<file path="config.mk">
export PLATFORM = sky130hd
export DESIGN_NAME = bus_arbiter_flat
export DESIGN_NICKNAME = d
export VERILOG_FILES = /design/src/rtl/bus_arbiter_if.sv /design/src/rtl/bus_arbiter.sv /design/src/flat_wrapper.sv
export SDC_FILE = /design/constraint.sdc
export NUM_CORES = 1
export LEC_CHECK = 0
export ABC_AREA = 1
export CORE_ASPECT_RATIO = 1.75
export CORE_MARGIN = 1
export CORE_UTILIZATION = 37
export DETAILED_ROUTE_END_ITERATION = 8
export MAX_ROUTING_LAYER = met4
export PLACE_DENSITY = 0.76
export SLEW_MARGIN = 20
export SYNTH_ARGS = -nofsm -noshare
export SYNTH_HDL_FRONTEND = slang
export SYNTH_SLANG_ARGS = --single-unit
</file>
<file path="constraint.sdc">
create_clock -name clk -period 1.2 [get_ports clk]
set_input_delay 0.3 -clock clk [delete_from_list [all_inputs] [get_ports clk]]
set_output_delay 0.3 -clock clk [all_outputs]
set_load 0.1 [all_outputs]
</file>
<file path="src/rtl/bus_arbiter_if.sv">
// rtl/bus_arbiter_if.sv - requester and peripheral bus bundle for bus_arbiter
interface bus_arbiter_if #(
    parameter int N  = 2,
    parameter int AW = 14,
    parameter int DW = 8
);
    logic [N-1:0]    req_stb;
    logic [N-1:0]    req_wr;
    logic [N-1:0]    req_lock;
    logic [N*AW-1:0] req_a;
    logic [N*DW-1:0] req_d;
    logic [N-1:0]    req_ack;
    logic [DW-1:0]   rdata;
    logic [N-1:0]    grant;
    logic [AW-1:0]   adr;
    logic            we;
    logic [DW-1:0]   dat_w;
    logic [DW-1:0]   dat_r;

    // Arbiter view: consumes requests and slave read data, drives the shared bus.
    modport slave (
        input  req_stb, req_wr, req_lock, req_a, req_d, dat_r,
        output req_ack, rdata, grant, adr, we, dat_w
    );

    // Environment view: requesters plus the peripheral read-data return.
    modport master (
        output req_stb, req_wr, req_lock, req_a, req_d, dat_r,
        input  req_ack, rdata, grant, adr, we, dat_w
    );
endinterface

</file>
<file path="src/rtl/bus_arbiter.sv">
// rtl/bus_arbiter.sv - round-robin arbiter onto a shared peripheral bus
module bus_arbiter #(
    parameter int            N        = 2,
    parameter int            AW       = 14,
    parameter int            DW       = 8,
    parameter logic [AW-1:0] IDLE_ADR = 14'h3FFF
) (
    input  logic         clk,
    input  logic         rst,
    bus_arbiter_if.slave bus
);
    localparam int IW = (N > 1) ? $clog2(N) : 1;

    typedef enum logic [1:0] {IDLE, ISSUE, CAPTURE} state_t;

    state_t        state_q, state_d;
    logic [IW-1:0] win_q, win_d;
    logic [IW-1:0] last_q, last_d;
    logic [AW-1:0] adr_q, adr_d;
    logic          we_q, we_d;
    logic [DW-1:0] dat_w_q, dat_w_d;
    logic [N-1:0]  grant_q, grant_d;
    logic [N-1:0]  ack_q, ack_d;
    logic [DW-1:0] rdata_q, rdata_d;

    logic [IW-1:0] pick;
    logic          found;
    int            rr_idx;
    logic [IW-1:0] lat_idx;
    logic [AW-1:0] lat_a;
    logic [DW-1:0] lat_d;
    logic          lat_wr;

    function automatic logic [N-1:0] onehot(input logic [IW-1:0] i);
        logic [N-1:0] r;
        r    = '0;
        r[i] = 1'b1;
        return r;
    endfunction

    // Round-robin search starting one past the previous owner.
    always_comb begin
        pick   = '0;
        found  = 1'b0;
        rr_idx = 0;
        for (int k = 1; k <= N; k++) begin
            rr_idx = int'(last_q) + k;
            if (rr_idx >= N) rr_idx = rr_idx - N;
            if (!found && bus.req_stb[rr_idx]) begin
                found = 1'b1;
                pick  = IW'(rr_idx);
            end
        end
    end

    // Fields to latch: the new winner from IDLE, the current owner on a locked re-issue.
    always_comb begin
        lat_idx = (state_q == IDLE) ? pick : win_q;
        lat_a   = bus.req_a[lat_idx*AW +: AW];
        lat_d   = bus.req_d[lat_idx*DW +: DW];
        lat_wr  = bus.req_wr[lat_idx];
    end

    // Next-state and next-output computation for the IDLE/ISSUE/CAPTURE sequence.
    always_comb begin
        state_d = state_q;
        win_d   = win_q;
        last_d  = last_q;
        adr_d   = adr_q;
        we_d    = we_q;
        dat_w_d = dat_w_q;
        grant_d = grant_q;
        ack_d   = '0;
        rdata_d = rdata_q;
        case (state_q)
            IDLE: begin
                if (found) begin
                    state_d = ISSUE;
                    win_d   = pick;
                    grant_d = onehot(pick);
                    adr_d   = lat_a;
                    we_d    = lat_wr;
                    dat_w_d = lat_d;
                end
            end
            ISSUE: begin
                // Slave data is valid at the end of the address cycle.
                state_d = CAPTURE;
                we_d    = 1'b0;
                rdata_d = bus.dat_r;
                ack_d   = onehot(win_q);
            end
            CAPTURE: begin
                if (bus.req_lock[win_q] && bus.req_stb[win_q]) begin
                    state_d = ISSUE;
                    adr_d   = lat_a;
                    we_d    = lat_wr;
                    dat_w_d = lat_d;
                end else begin
                    state_d = IDLE;
                    last_d  = win_q;
                    grant_d = '0;
                    adr_d   = IDLE_ADR;
                    we_d    = 1'b0;
                end
            end
            default: begin
                state_d = IDLE;
                grant_d = '0;
                adr_d   = IDLE_ADR;
                we_d    = 1'b0;
            end
        endcase
    end

    // State and registered bus outputs; reset aborts any transaction in flight.
    always_ff @(posedge clk or posedge rst) begin
        if (rst) begin
            state_q <= IDLE;
            win_q   <= '0;
            last_q  <= IW'(N - 1);
            adr_q   <= IDLE_ADR;
            we_q    <= 1'b0;
            dat_w_q <= '0;
            grant_q <= '0;
            ack_q   <= '0;
            rdata_q <= '0;
        end else begin
            state_q <= state_d;
            win_q   <= win_d;
            last_q  <= last_d;
            adr_q   <= adr_d;
            we_q    <= we_d;
            dat_w_q <= dat_w_d;
            grant_q <= grant_d;
            ack_q   <= ack_d;
            rdata_q <= rdata_d;
        end
    end

    assign bus.adr     = adr_q;
    assign bus.we      = we_q;
    assign bus.dat_w   = dat_w_q;
    assign bus.grant   = grant_q;
    assign bus.req_ack = ack_q;
    assign bus.rdata   = rdata_q;
endmodule

</file>
<file path="src/flat_wrapper.sv">
// flat-port wrapper written by rule: the top's interface ports become plain ports
module bus_arbiter_flat 
#(
    parameter int            N        = 2,
    parameter int            AW       = 14,
    parameter int            DW       = 8,
    parameter logic [AW-1:0] IDLE_ADR = 14'h3FFF
)
  (clk, rst, bus_req_stb, bus_req_wr, bus_req_lock, bus_req_a, bus_req_d, bus_dat_r, bus_req_ack, bus_rdata, bus_grant, bus_adr, bus_we, bus_dat_w);
  bus_arbiter_if #(.N(N), .AW(AW), .DW(DW)) bus_i ();
  input  logic clk;
  input  logic rst;
  input wire logic [$bits(bus_i.req_stb)-1:0] bus_req_stb;
  input wire logic [$bits(bus_i.req_wr)-1:0] bus_req_wr;
  input wire logic [$bits(bus_i.req_lock)-1:0] bus_req_lock;
  input wire logic [$bits(bus_i.req_a)-1:0] bus_req_a;
  input wire logic [$bits(bus_i.req_d)-1:0] bus_req_d;
  input wire logic [$bits(bus_i.dat_r)-1:0] bus_dat_r;
  output wire logic [$bits(bus_i.req_ack)-1:0] bus_req_ack;
  output wire logic [$bits(bus_i.rdata)-1:0] bus_rdata;
  output wire logic [$bits(bus_i.grant)-1:0] bus_grant;
  output wire logic [$bits(bus_i.adr)-1:0] bus_adr;
  output wire logic [$bits(bus_i.we)-1:0] bus_we;
  output wire logic [$bits(bus_i.dat_w)-1:0] bus_dat_w;
  assign bus_i.req_stb = bus_req_stb;
  assign bus_i.req_wr = bus_req_wr;
  assign bus_i.req_lock = bus_req_lock;
  assign bus_i.req_a = bus_req_a;
  assign bus_i.req_d = bus_req_d;
  assign bus_i.dat_r = bus_dat_r;
  assign bus_req_ack = bus_i.req_ack;
  assign bus_rdata = bus_i.rdata;
  assign bus_grant = bus_i.grant;
  assign bus_adr = bus_i.adr;
  assign bus_we = bus_i.we;
  assign bus_dat_w = bus_i.dat_w;
  bus_arbiter #(.N(N), .AW(AW), .DW(DW), .IDLE_ADR(IDLE_ADR)) u_core (.clk(clk), .rst(rst), .bus(bus_i));
endmodule
</file>
==> key figures <==
Hold path
  • Hold/Removal Path Class: in -> async

Global routing
  • Vias in the first global route: 2422
  • Total track usage: 0.261
  • Initial antenna violation count: 0
  • Largest net degree at the start of global routing: 40
  • Remaining global-route overflow: 0
  • First-pass GRT wire length: 11100 µm

Synth
  • Post-Syn Area per Cell: between 7 and 8 µm²
  • Post-synth top area cell: dfrtp_1
  • Cell Area, Synth: 0.00201 mm²
  • Distinct cells, synth: 20
  • Sequential share of the synthesized area: 0.494
  • Yosys reg bits: 39
  • Share of the synthesized area in the top cell type: 0.298
  • Synth top area cells: dfrtp_1 (30%), nand2_1 (20%), dfstp_2 (20%)
  • Post-Syn Nets: 327
  • Synth Warn #: 0
  • Mapped Cells: about 270

Clock network
  • CTS max path bufs: 2
  • Root Buffer: clkbuf_8
  • Cts bufs inserted: 5
  • CTS tree: yes
  • Hold-fix buffers, CTS: 0
  • Worst-path clk slew: around 80 ps
  • CTS Sinks: 39
  • Skew-Pair Late Insertion Delay: 290 ps
  • CTS H-tree depth: 2

Cells and area
  • Ant diodes: 0
  • Commonest non-fill, non-tap cell in the layout: nand2_1
  • Layout cells sized above 1: 0.391
  • Final nets: 461
  • Fill cells: 319
  • Commonest non-fill, non-tap cells in the layout: nand2_1 (102), clkdlybuf4s50_1 (57), buf_12 (40), inv_1 (31)
  • Area occupied by multi-input gates: about 0.0011 mm²
  • Register area: 997 µm²
  • P&R area growth vs syn: 106%

STA
  • Post-route minimum period: 1460 ps
  • Fmax: 0.684 GHz
  • Final hold vios: 0
  • Slew Limit Fails: 0
  • Setup ws final: -261 ps
  • Worst Tran Pin Value: 398 ps
  • Period utilisation layout: 1.22
  • RSZ-0062 raised after global routing: true
  • Final Skew: 6.46 ps
  • Final setup violation count: 44
  • Max_slew headroom: 0.734

Die
  • Starting Density: 0.383
  • Core Region: 0.00526 mm²
  • Row count: 35
  • Vert. Die Dim: 99.6 µm
  • Number of placed I/O pins: 95
  • Die footprint: 0.00575 mm²
  • Die W: 57.8 µm

Run status
  • Status: complete, but fails checks
  • Failing checks: design-rule violations, negative setup slack

Routing
  • Mean routed wirelength per cell: 16.7 µm
  • Antenna-violating nets left: 0
  • Drt first pass iters: 7
  • DRC: 7
  • Routed vias/inst: approximately 5.0
  • Via count: 2287
  • Final wirelength: ~7600 µm
  • Initial DRC Count: 126

Critical path
  • Slowest CP cell: dfrtp_2
  • WP buf/inv: 2
  • Setup slack, reg-to-reg: -260 ps
  • CP cell instances: nor2_4, buf_4, o21ai_4, buf_6, nand3_1, nand2_1
  • Critical path's largest stage delay: 460 ps
  • CP Max Fanout: 5
  • Worst EP required: 1370 ps
  • CP endpoint kind: flip-flop
  • Top Family by Delay on Critical Path: flip-flops
  • Crit path DAT: about 1600 ps
  • Startpoint types: flip-flop
  • Critical path class: reg -> reg

Placed design
  • GP Congestion: about 0.85
  • I/O Buffers: 94
  • Post-DP HPWL: roughly 4400 µm
  • Worst slack at placement: -597 ps

Flow run
  • Max-Cap Viols: 0
-- cell families after synthesis --
group	after synthesis	share of synthesized area
flops	39	0.494
compound gates	2	0.0106
simple gates	179	0.393
buf+inv	47	0.103
-- layer usage --
metal / share of wire / global-route usage
met3: 0.044 / 0.0325
met1: 0.34 / 0.260
met4: 0.034 / 0.112
met2: 0.58 / 0.492
met5: 0 / -
-- flip-flops by register name (all words and copies together), names as in the netlist --
name / count
u_core.bus.adr: 14
u_core.bus.rdata: 8
u_core.bus.grant: 2
u_core.bus.req_ack: 2
u_core.bus.dat_w: 8
u_core.state_q: 2
u_core.win_q: 1
u_core.last_q: 1
u_core.bus.we: 1
-- area by class of cell --
cell class,count,share of cell area
multi-input combinational,183,0.264
sequential,39,0.240
clock inverter,3,0.0106
clock buffer,5,0.0166
inverter,37,0.0347
timing repair buffer,135,0.417
tap,55,0.0166
-- per-stage QoR --
stage / hold slack (ps) / instance area [µm²] / cells / setup TNS, ps / utilization
after global routing: 353 / 4150 / 457 / -8250 / 0.789
after CTS: 343 / 3970 / 444 / -4700 / 0.756
after floorplan: 418 / 2030 / 267 / 0 / -
after global placement: 491 / 3520 / 426 / -12440 / 0.670
final: 336 / 4150 / 457 / -6020 / 0.789
after detailed placement: 495 / 3520 / 426 / -14080 / 0.670
-- Yosys cell counts, drive strengths merged --
master,count
nand3b,1
nor2,6
nand3,54
inv,37
dfrtp,24
buf,9
o21ai,2
nand2,116
clkbuf,1
nor3,2
dfstp,15
-- path summary, 6_finish.rpt --
check | end | startpoint | cells past startpoint
max in group asynchronous | u_core.bus.adr[9] | rst | 3
worst max-delay path | u_core.bus.dat_w[4] | u_core.state_q[0] | 6
min in group clk | u_core.last_q | u_core.last_q | 2
worst min-delay path | u_core.bus.grant[0] | rst | 3
worst min register to register | u_core.last_q | u_core.last_q | 2
worst max register to register | u_core.bus.dat_w[4] | u_core.state_q[0] | 6
-- tightest hold or removal path, stage by stage --
cell             delay [ps]
clkdlybuf4s50_1         400
clkinv_1                 70
buf_12                  220
-- repair_timing --
action | in CTS | in global routing
pin swaps | 12 | 11
setup buffers | 4 | 13
gates cloned | 6 | 0
setup endpoints to repair | 43 | 71
resized for setup | 52 | 19
Power is not shown: default switching activity piles up to over one toggle a cycle in this logic, so the estimate is an artifact.
